`config.mk`:
```
export PLATFORM = sky130hd
export DESIGN_NAME = des_sbox_sequencer
export DESIGN_NICKNAME = d
export VERILOG_FILES = /design/src/rtl/des_pkg.sv /design/src/rtl/des_sbox_lane.sv /design/src/rtl/des_sbox_sequencer.sv
export SDC_FILE = /design/constraint.sdc
export NUM_CORES = 1
export LEC_CHECK = 0
export CAP_MARGIN = 0
export CORE_UTILIZATION = 40
export CTS_CLUSTER_SIZE = 28
export DETAILED_ROUTE_END_ITERATION = 10
export SKIP_LAST_GASP = 1
export SYNTH_ARGS = -nofsm -noshare
export SYNTH_HDL_FRONTEND = slang
export SYNTH_HIERARCHICAL = 1
export SYNTH_SLANG_ARGS = --single-unit
```
`constraint.sdc`:
```
create_clock -name clk -period 3.73 [get_ports clk]
set_input_delay 0.5595 -clock clk [delete_from_list [all_inputs] [get_ports clk]]
set_output_delay 0.5595 -clock clk [all_outputs]
set_load 0.01 [all_outputs]
```
`src/rtl/des_pkg.sv`:
```
// rtl/des_pkg.sv - DES S-box tables, widths and sequencer state encoding
package des_pkg;

  localparam int DES_SBOX_IN_W  = 6;
  localparam int DES_SBOX_OUT_W = 4;

  typedef enum logic [1:0] {IDLE, RUN, DONE} seq_state_t;

  // One 256-bit word per S-box: 64 nibbles, entry row*16+col, entry 0 in the MSBs
  localparam logic [255:0] SBOX [8] = '{
    256'hE4D12FB83A6C5907_0F74E2D1A6CB9538_41E8D62BFC973A50_FC8249175B3EA06D,
    256'hF18E6B34972DC05A_3D47F28EC01A69B5_0E7BA4D158C6932F_D8A13F42B67C05E9,
    256'hA09E63F51DC7B428_D70934A6285ECBF1_D6498F30B12C5AE7_1AD069874FE3B52C,
    256'h7DE3069A1285BC4F_D8B56F03472C1AE9_A690CB7DF13E5284_3F06A1D8945BC72E,
    256'h2C417AB6853FD0E9_EB2C47D150FA3986_421BAD78F9C5630E_B8C71E2D6F09A453,
    256'hC1AF92680D34E75B_AF427C9561DE0B38_9EF528C3704A1DB6_432C95FABE17608D,
    256'h4B2EF08D3C975A61_D0B7491AE35C2F86_14BDC37EAF680592_6BD814A7950FE23C,
    256'hD2846FB1A93E50C7_1FD8A374C56B0E92_7B419CE206ADF358_21E74A8DFC90356B
  };

  function automatic logic [DES_SBOX_OUT_W-1:0] sbox_lookup(
    input logic [2:0]               sel,
    input logic [DES_SBOX_IN_W-1:0] din
  );
    logic [5:0]   idx;
    logic [255:0] word;
    int unsigned  sh;
    // row = outer bits {b5,b0}, column = inner bits b[4:1]
    idx  = {din[5], din[0], din[4:1]};
    sh   = 4 * (63 - int'(idx));
    word = SBOX[sel] >> sh;
    return word[DES_SBOX_OUT_W-1:0];
  endfunction

endpackage

```
`src/rtl/des_sbox_lane.sv`:
```
// rtl/des_sbox_lane.sv - one combinational S-box lookup lane, box chosen by sel
module des_sbox_lane
  import des_pkg::*;
(
  input  logic [2:0]                sel,
  input  logic [DES_SBOX_IN_W-1:0]  din,
  output logic [DES_SBOX_OUT_W-1:0] dout
);

  assign dout = sbox_lookup(sel, din);

endmodule

```
`src/rtl/des_sbox_sequencer.sv`:
```
// rtl/des_sbox_sequencer.sv - time-multiplexes LANES S-box lanes over S1..S8
module des_sbox_sequencer
  import des_pkg::*;
#(
  parameter int LANES = 1
) (
  input  logic        clk,
  input  logic        rst_n,
  input  logic        flush,
  input  logic        in_valid,
  output logic        in_ready,
  input  logic [47:0] in_data,
  output logic        out_valid,
  input  logic        out_ready,
  output logic [31:0] out_data,
  output logic        busy
);

  localparam int STEPS   = 8 / LANES;
  localparam int CNT_W   = (STEPS > 1) ? $clog2(STEPS) : 1;
  localparam int CHUNK_W = DES_SBOX_IN_W * LANES;
  localparam int NIB_W   = DES_SBOX_OUT_W * LANES;
  localparam logic [CNT_W-1:0] CNT_LAST = CNT_W'(STEPS - 1);

  if (!(LANES == 1 || LANES == 2 || LANES == 4 || LANES == 8)) begin : g_lanes_check
    $error("des_sbox_sequencer: LANES must be 1, 2, 4 or 8");
  end

  seq_state_t        state;
  logic [47:0]       sreg;
  logic [31:0]       acc;
  logic [CNT_W-1:0]  cnt;
  logic [NIB_W-1:0]  lane_bits;

  // Lane 0 takes the top chunk and lands in the most significant nibble
  for (genvar j = 0; j < LANES; j++) begin : g_lane
    logic [2:0] sel;
    logic [3:0] dout;
    assign sel = 3'(int'(cnt) * LANES + j);
    des_sbox_lane u_lane (
      .sel  (sel),
      .din  (sreg[47-6*j -: 6]),
      .dout (dout)
    );
    assign lane_bits[NIB_W-1-4*j -: 4] = dout;
  end

  assign out_data = acc;

  always_ff @(posedge clk or negedge rst_n) begin
    if (!rst_n) begin
      state     <= IDLE;
      in_ready  <= 1'b1;
      out_valid <= 1'b0;
      busy      <= 1'b0;
      cnt       <= '0;
      sreg      <= '0;
      acc       <= '0;
    end else if (flush) begin
      state     <= IDLE;
      in_ready  <= 1'b1;
      out_valid <= 1'b0;
      busy      <= 1'b0;
      cnt       <= '0;
      sreg      <= '0;
      acc       <= '0;
    end else begin
      case (state)
        IDLE: begin
          if (in_valid && in_ready) begin
            state    <= RUN;
            sreg     <= in_data;
            cnt      <= '0;
            in_ready <= 1'b0;
            busy     <= 1'b1;
          end
        end
        RUN: begin
          sreg <= sreg << CHUNK_W;
          acc  <= (acc << NIB_W) | 32'(lane_bits);
          if (cnt == CNT_LAST) begin
            state     <= DONE;
            out_valid <= 1'b1;
          end else begin
            cnt <= cnt + 1'b1;
          end
        end
        DONE: begin
          if (out_ready) begin
            state     <= IDLE;
            out_valid <= 1'b0;
            in_ready  <= 1'b1;
            busy      <= 1'b0;
          end
        end
        default: state <= IDLE;
      endcase
    end
  end

endmodule

```
== Word-level counts from Yosys, hierarchy flattened ==
Memory sizes are Yosys's and may differ from the RTL's.
Cells that the tools add are included.
Word-level totals
  register bits after elaboration: 88
  bits in read-only memories: 2048
  input bits: 53
  logic and storage cells: 59
  memories kept: 1
Operators by class
  $add $sub $neg: 2
  order comparisons: 1
  eq/ne operators: 7
  shifts and indexed selects: 1
  multiplexer cells: 27
  bitwise gates (word level): 2
  reduce and logical (&&, ||, !) cells: 11
Memories
  (no name shown): depth 8, width 256, rd ports 1, clocked after memory_dff 0, wr ports 0, RTL line des_pkg.sv:31  | word = SBOX[sel] >> sh;
Operator list (count)
  $mux 256: 2
  $shr 256x32->4: 1
  $mux 48: 2
  $pmux 48 s2: 1
  $mux 32: 2
  $or 32x4->32: 1
  $ne 3x3->1 const B: 4
  $reduce_and 3->1: 4
  $mux 3: 3
  $reduce_bool 3->1: 3
  $mux 1: 8
  $mux 2: 4
  $sub 6x6->7 const A: 1
  $pmux 1 s2: 3
  $pmux 2 s3: 1
  $pmux 3 s2: 1
  $ge 4x4->1 const B: 1
  $not 3->4: 1
  $add 3x1->3 const B: 1
  $eq 3x3->1 const B: 1
  $eq 2x1->1 const B: 1
  $eq 2x2->1 const B: 1
  $logic_not 2->1: 1
  $reduce_and 2->1: 1
  2 further kinds: 2

== Logic depth before layout (Yosys ltp) ==
  word-level depth: 8
  gate-level depth with buffers: 13
  depth with buffers taken out: 10

== Modules after synthesis ==
Netlist, hierarchy kept.
Modules (own cells, without submodules)
  des_sbox_sequencer: instances 1, cells an instance 341, area each 3846.2 um^2, seq. area each 2203.4 um^2
  des_sbox_lane: instances 1, cells an instance 546, area each 3439.5 um^2, seq. area each 0.0 um^2

== Worst setup path before layout ==
OpenSTA, ideal clock, no wires.
  path kind: register -> register
  start: register cnt[0]
  end: register acc[2] (netlist: out_data[2])
  library setup time: 136 ps
  arrival time: 2920 ps
  required time: 3594 ps
  setup slack: 674 ps
  cell stages (with the launch flop): 13
  cells stage by stage: dfrtp_1 clkbuf_1 inv_1 ha_1 buf_2 or2_2 a31o_2 a31oi_1 a311o_1 a21oi_1 or4_1 nand2_1 a21oi_1
On the way
  cells in the longest elaborated chain, start to end: 8
Ends and longest elaborated chain
  start: declaration: RTL line des_sbox_sequencer.sv:32  | logic [CNT_W-1:0] cnt;
  start signal: assignment: RTL line des_sbox_sequencer.sv:85  | cnt <= cnt + 1'b1;
  $not 3->4 (not written as such): RTL line des_pkg.sv:31
  $mem_v2 8x256
  $mux 256 (not written as such) (2 in a row): RTL line des_pkg.sv:31
  $shr 256x32->4: RTL line des_pkg.sv:31
  net g_lane[0].dout[2]: RTL line des_sbox_sequencer.sv:38  | logic [3:0] dout;
  $or 32x4->32: RTL line des_sbox_sequencer.sv:80  | acc <= (acc << NIB_W) | 32'(lane_bits);
  $mux 32: RTL line des_sbox_sequencer.sv:68  | case (state)
  $mux 32: RTL line des_sbox_sequencer.sv:59  | end else if (flush) begin
  end signal: assignment: RTL line des_sbox_sequencer.sv:80
  end: declaration: RTL line des_sbox_sequencer.sv:31  | logic [31:0] acc;
The timed path passes the listed nets, and every way through them passes these cells. The select of a mux whose other input is x is not followed.
A chain may end at the register's enable or synchronous reset.

== Worst setup path after layout ==
  start: register sreg[43]
  end: register acc[1] (netlist: out_data[1])
On the way
  cells in the longest elaborated chain, start to end: 5
Ends and longest elaborated chain
  start: declaration: RTL line des_sbox_sequencer.sv:30  | logic [47:0] sreg;
  start signal: assignment: RTL line des_sbox_sequencer.sv:72  | sreg <= in_data;
  start signal: assignment: RTL line des_sbox_sequencer.sv:79  | sreg <= sreg << CHUNK_W;
  $sub 6x6->7: RTL line des_pkg.sv:30  | sh = 4 * (63 - int'(idx));
  $shr 256x32->4: RTL line des_pkg.sv:31
  net g_lane[0].dout[1]: RTL line des_sbox_sequencer.sv:38
  $or 32x4->32: RTL line des_sbox_sequencer.sv:80
  $mux 32: RTL line des_sbox_sequencer.sv:68
  $mux 32: RTL line des_sbox_sequencer.sv:59
The timed path passes the listed nets, and every way through them passes these cells. The select of a mux whose other input is x is not followed.

==> flow_summary.ini <==
[timing]
tns_ns = 0
min_period_ns = 3.408
whs_ns = 0.2258
clock_skew_ns = 0.01383
finalSetupViolCount = 0
rsz0062_at_grt = no
fin_ws_ns = 0.3219
relSlewSlack_pct = 47.05
hold_violations = 0
fmax_ghz = 0.2934
final_max_slew_viol_count = 0
worst_pin_slew_ns = 0.7943
post-route-period-util_pct = 91.37

[global_routing]
grt_pass1_vias = 7408
grt_pass1_wl_um = 45640
antenna_found_initial = 1
grtUsageTotal_pct = 33.06
gr-total-overflow = 0
grt_max_degree = 52

[setup_path]
crit_type = reg -> reg
cp-end-kind = register
cpLargestDelayFamily = compound AO/OA/AOI/OAI gates
r2r_end = out_data[1]
crit-reg2reg-launch = sreg[43]
max_stage_delay_ns = 0.83
arrival_ns = 3.68
cp_max_fo = 40
crit_slowest_cell = dfrtp_2
crit_chain = buf_4, nand2b_1, a21oi_1, o31ai_1, o32ai_1, nor4_1, o32a_1, nand2_1, a21oi_1
critical_path_required_ns = 4.00
crit_top_cell = a21oi_1
crit_path_start_kind = register
worstRegToRegCells = 9
reg2reg_slack_ns = 0.32
crit_buf_inv = 1

[detailed_routing]
viasPerCell = 6.752
avgRoutedWirePerCell_um = 26.07
drt-initial-drc-count = 1267
wirelength_um = 30450
drc = 0
vias = 7886
final_antenna_net_count = 0
dr.pass1.iters = 6

[status]
status = finished, final reports clean

[placed_design]
globalplace.congestion = 1.021
hpwl_um = 21510
placed_area_um2 = 8363
numPortBuffers = 87
pre_cts_ws_ns = 0.5844

[pwr]
ir_drop_uv = 230.3
power_density_nw_per_um2 = 355.9
cellLeakagePower_nw = 3.285

[synthesis]
synth_cell_types = 80
syn_area_per_cell_um2 = 8.214
synth_flop_cell = dfrtp_1
ys.warnings.count = 6
netlist_area_um2 = 7286
syn_nets = 955
ys_seq_area_share_pct = 30.24
synthCells = 887
ys_ff_latch = 88
synth_enable_flop_cells = 0
postSynth.asyncResetShare_pct = 100.0

[clock_network]
insertion_delay_ns = 0.35
postCtsResizedCells = 0
cts_hold_buf = 0
cts_tree = yes
clk_pin_slew_ns = 0.08
numClockSinks = 88
clk_path_buf_depth = 2
htree_levels = 3
cts_root_buffer = clkbuf_16
postCtsSetupRepairBufs = 0
cts_buffers = 9

[floorplanning]
core-area_um2 = 17540
initial_core_util_pct = 41.55
rows = 48
die_area_um2 = 18760
die_x_um = 137.0
io_pins = 88
die_h_um = 137.0

[final_layout]
drive_gt1_share_pct = 10.07
stdcell_area_um2 = 8662
layout.nets = 1006
final_util_pct = 49.39
area_growth_pct = 18.89
num_antenna_cells = 0

[hold_path]
min_path_type = in -> async

[flow_run]
maxCapViolations = 0
routing by layer:
layer / vias to the layer above / GRT usage, % / wire length, um
li1: 3432 / - / -
met1: 3813 / 45.57 / 12620
met2: 538 / 47.22 / 13060
met3: 101 / 9.741 / 3538
met4: 2 / 14.84 / 1214
met5: - / 0 / 13
cell type report:
| class | count | area [um2] |
|---|---|---|
| multi-input combinational | 688 | 4536 |
| tap | 225 | 281.5 |
| clock buffer | 9 | 225.2 |
| clock inverter | 7 | 73.82 |
| inverter | 17 | 63.81 |
| fill | 1730 | 8875 |
| timing repair buffer | 134 | 1271 |
| sequential | 88 | 2211 |
metrics by stage:
step                      total power [W]  cells
after floorplan                  0.001731    887
after global placement           0.002163   1152
after detailed placement         0.002133   1152
after CTS                        0.003058   1168
after global routing             0.003196   1168
final                            0.003083   1168
registers in the layout, summed over array words and instances, names as in the netlist:
register	count
in_ready	1
cnt	3
busy	1
out_valid	1
sreg	48
state	2
out_data	32
layout by cell type (no fill, tap or decap), drive strengths merged, types with 16 or more instances in the layout:
master and instances:
nand2 109, a21oi 93, dfrtp 87, clkdlybuf4s50 86, buf 48, mux2i 45
o2bb2ai 44, o21ai 40, nor2 38, nand2b 33, nand3 21, nor3 20
nor2b 19, inv 19, a31oi 16
where the power goes:
part	internal [W]	total, W	switching (W)
registers	0.00101	0.00108	0.0000660
clock network	0.000473	0.000920	0.000446
logic	0.000413	0.00109	0.000674
synth_stat cells, types with 4 or more instances:
cell	count	area [um2]
a2111oi_0	6	52.55
a211oi_1	13	97.59
a21o_1	8	60.06
a21oi_1	92	460.4
a221oi_1	5	43.79
a22o_1	7	61.31
a311oi_1	15	131.4
a31oi_1	16	100.1
a32oi_1	4	35.03
and3_1	8	50.05
buf_1	4	15.01
buf_2	42	210.2
buf_4	8	60.06
buf_6	5	56.30
clkbuf_1	33	123.9
dfrtp_1	87	2177
ha_1	15	187.7
inv_1	16	60.06
mux2i_1	45	450.4
mux4_2	6	135.1
nand2_1	109	409.1
nand2b_1	33	206.5
nand3_1	21	105.1
nand4_1	6	37.54
nor2_1	36	135.1
nor2b_1	19	118.9
nor3_1	19	95.09
nor3b_1	7	52.55
nor4_1	9	56.30
o211ai_1	12	90.09
o21ai_0	39	195.2
o221ai_1	6	52.55
o22ai_1	6	37.54
o2bb2ai_1	44	385.4
o31a_1	4	35.03
o31ai_1	5	37.54
or2_2	9	56.30
worst max path at each step:
stage,startpoint,endpoint,slack [ns],cells past startpoint
2_1_floorplan,cnt[0],out_data[2],0.67,12
3_3_place_gp,sreg[43],out_data[1],0.48,9
3_5_place_dp,sreg[43],out_data[1],0.58,9
4_1_cts,sreg[43],out_data[1],0.56,9
5_1_grt,cnt[1],out_data[2],0.31,10
6_report,sreg[43],out_data[1],0.32,9
logic make-up after synthesis:
kind of cell	after synthesis	synth area share (%)
AOI/OAI and AO/OA	325	31.07
buffers and inverters	111	7.642
DFF	88	30.24
muxes	51	8.037
adders and majority gates	15	2.576
xor gates and xnor gates	3	0.3607
and+or+nand+nor	294	20.08
worst register-to-register path, stage by stage (launching register included):
cell      delay (ns)
dfrtp_2         0.83
buf_4           0.39
nand2b_1        0.41
a21oi_1         0.15
o31ai_1         0.30
o32ai_1         0.18
nor4_1          0.50
o32a_1          0.32
nand2_1         0.08
a21oi_1         0.17
No activity file was read; power rests on OpenSTA's default activity.
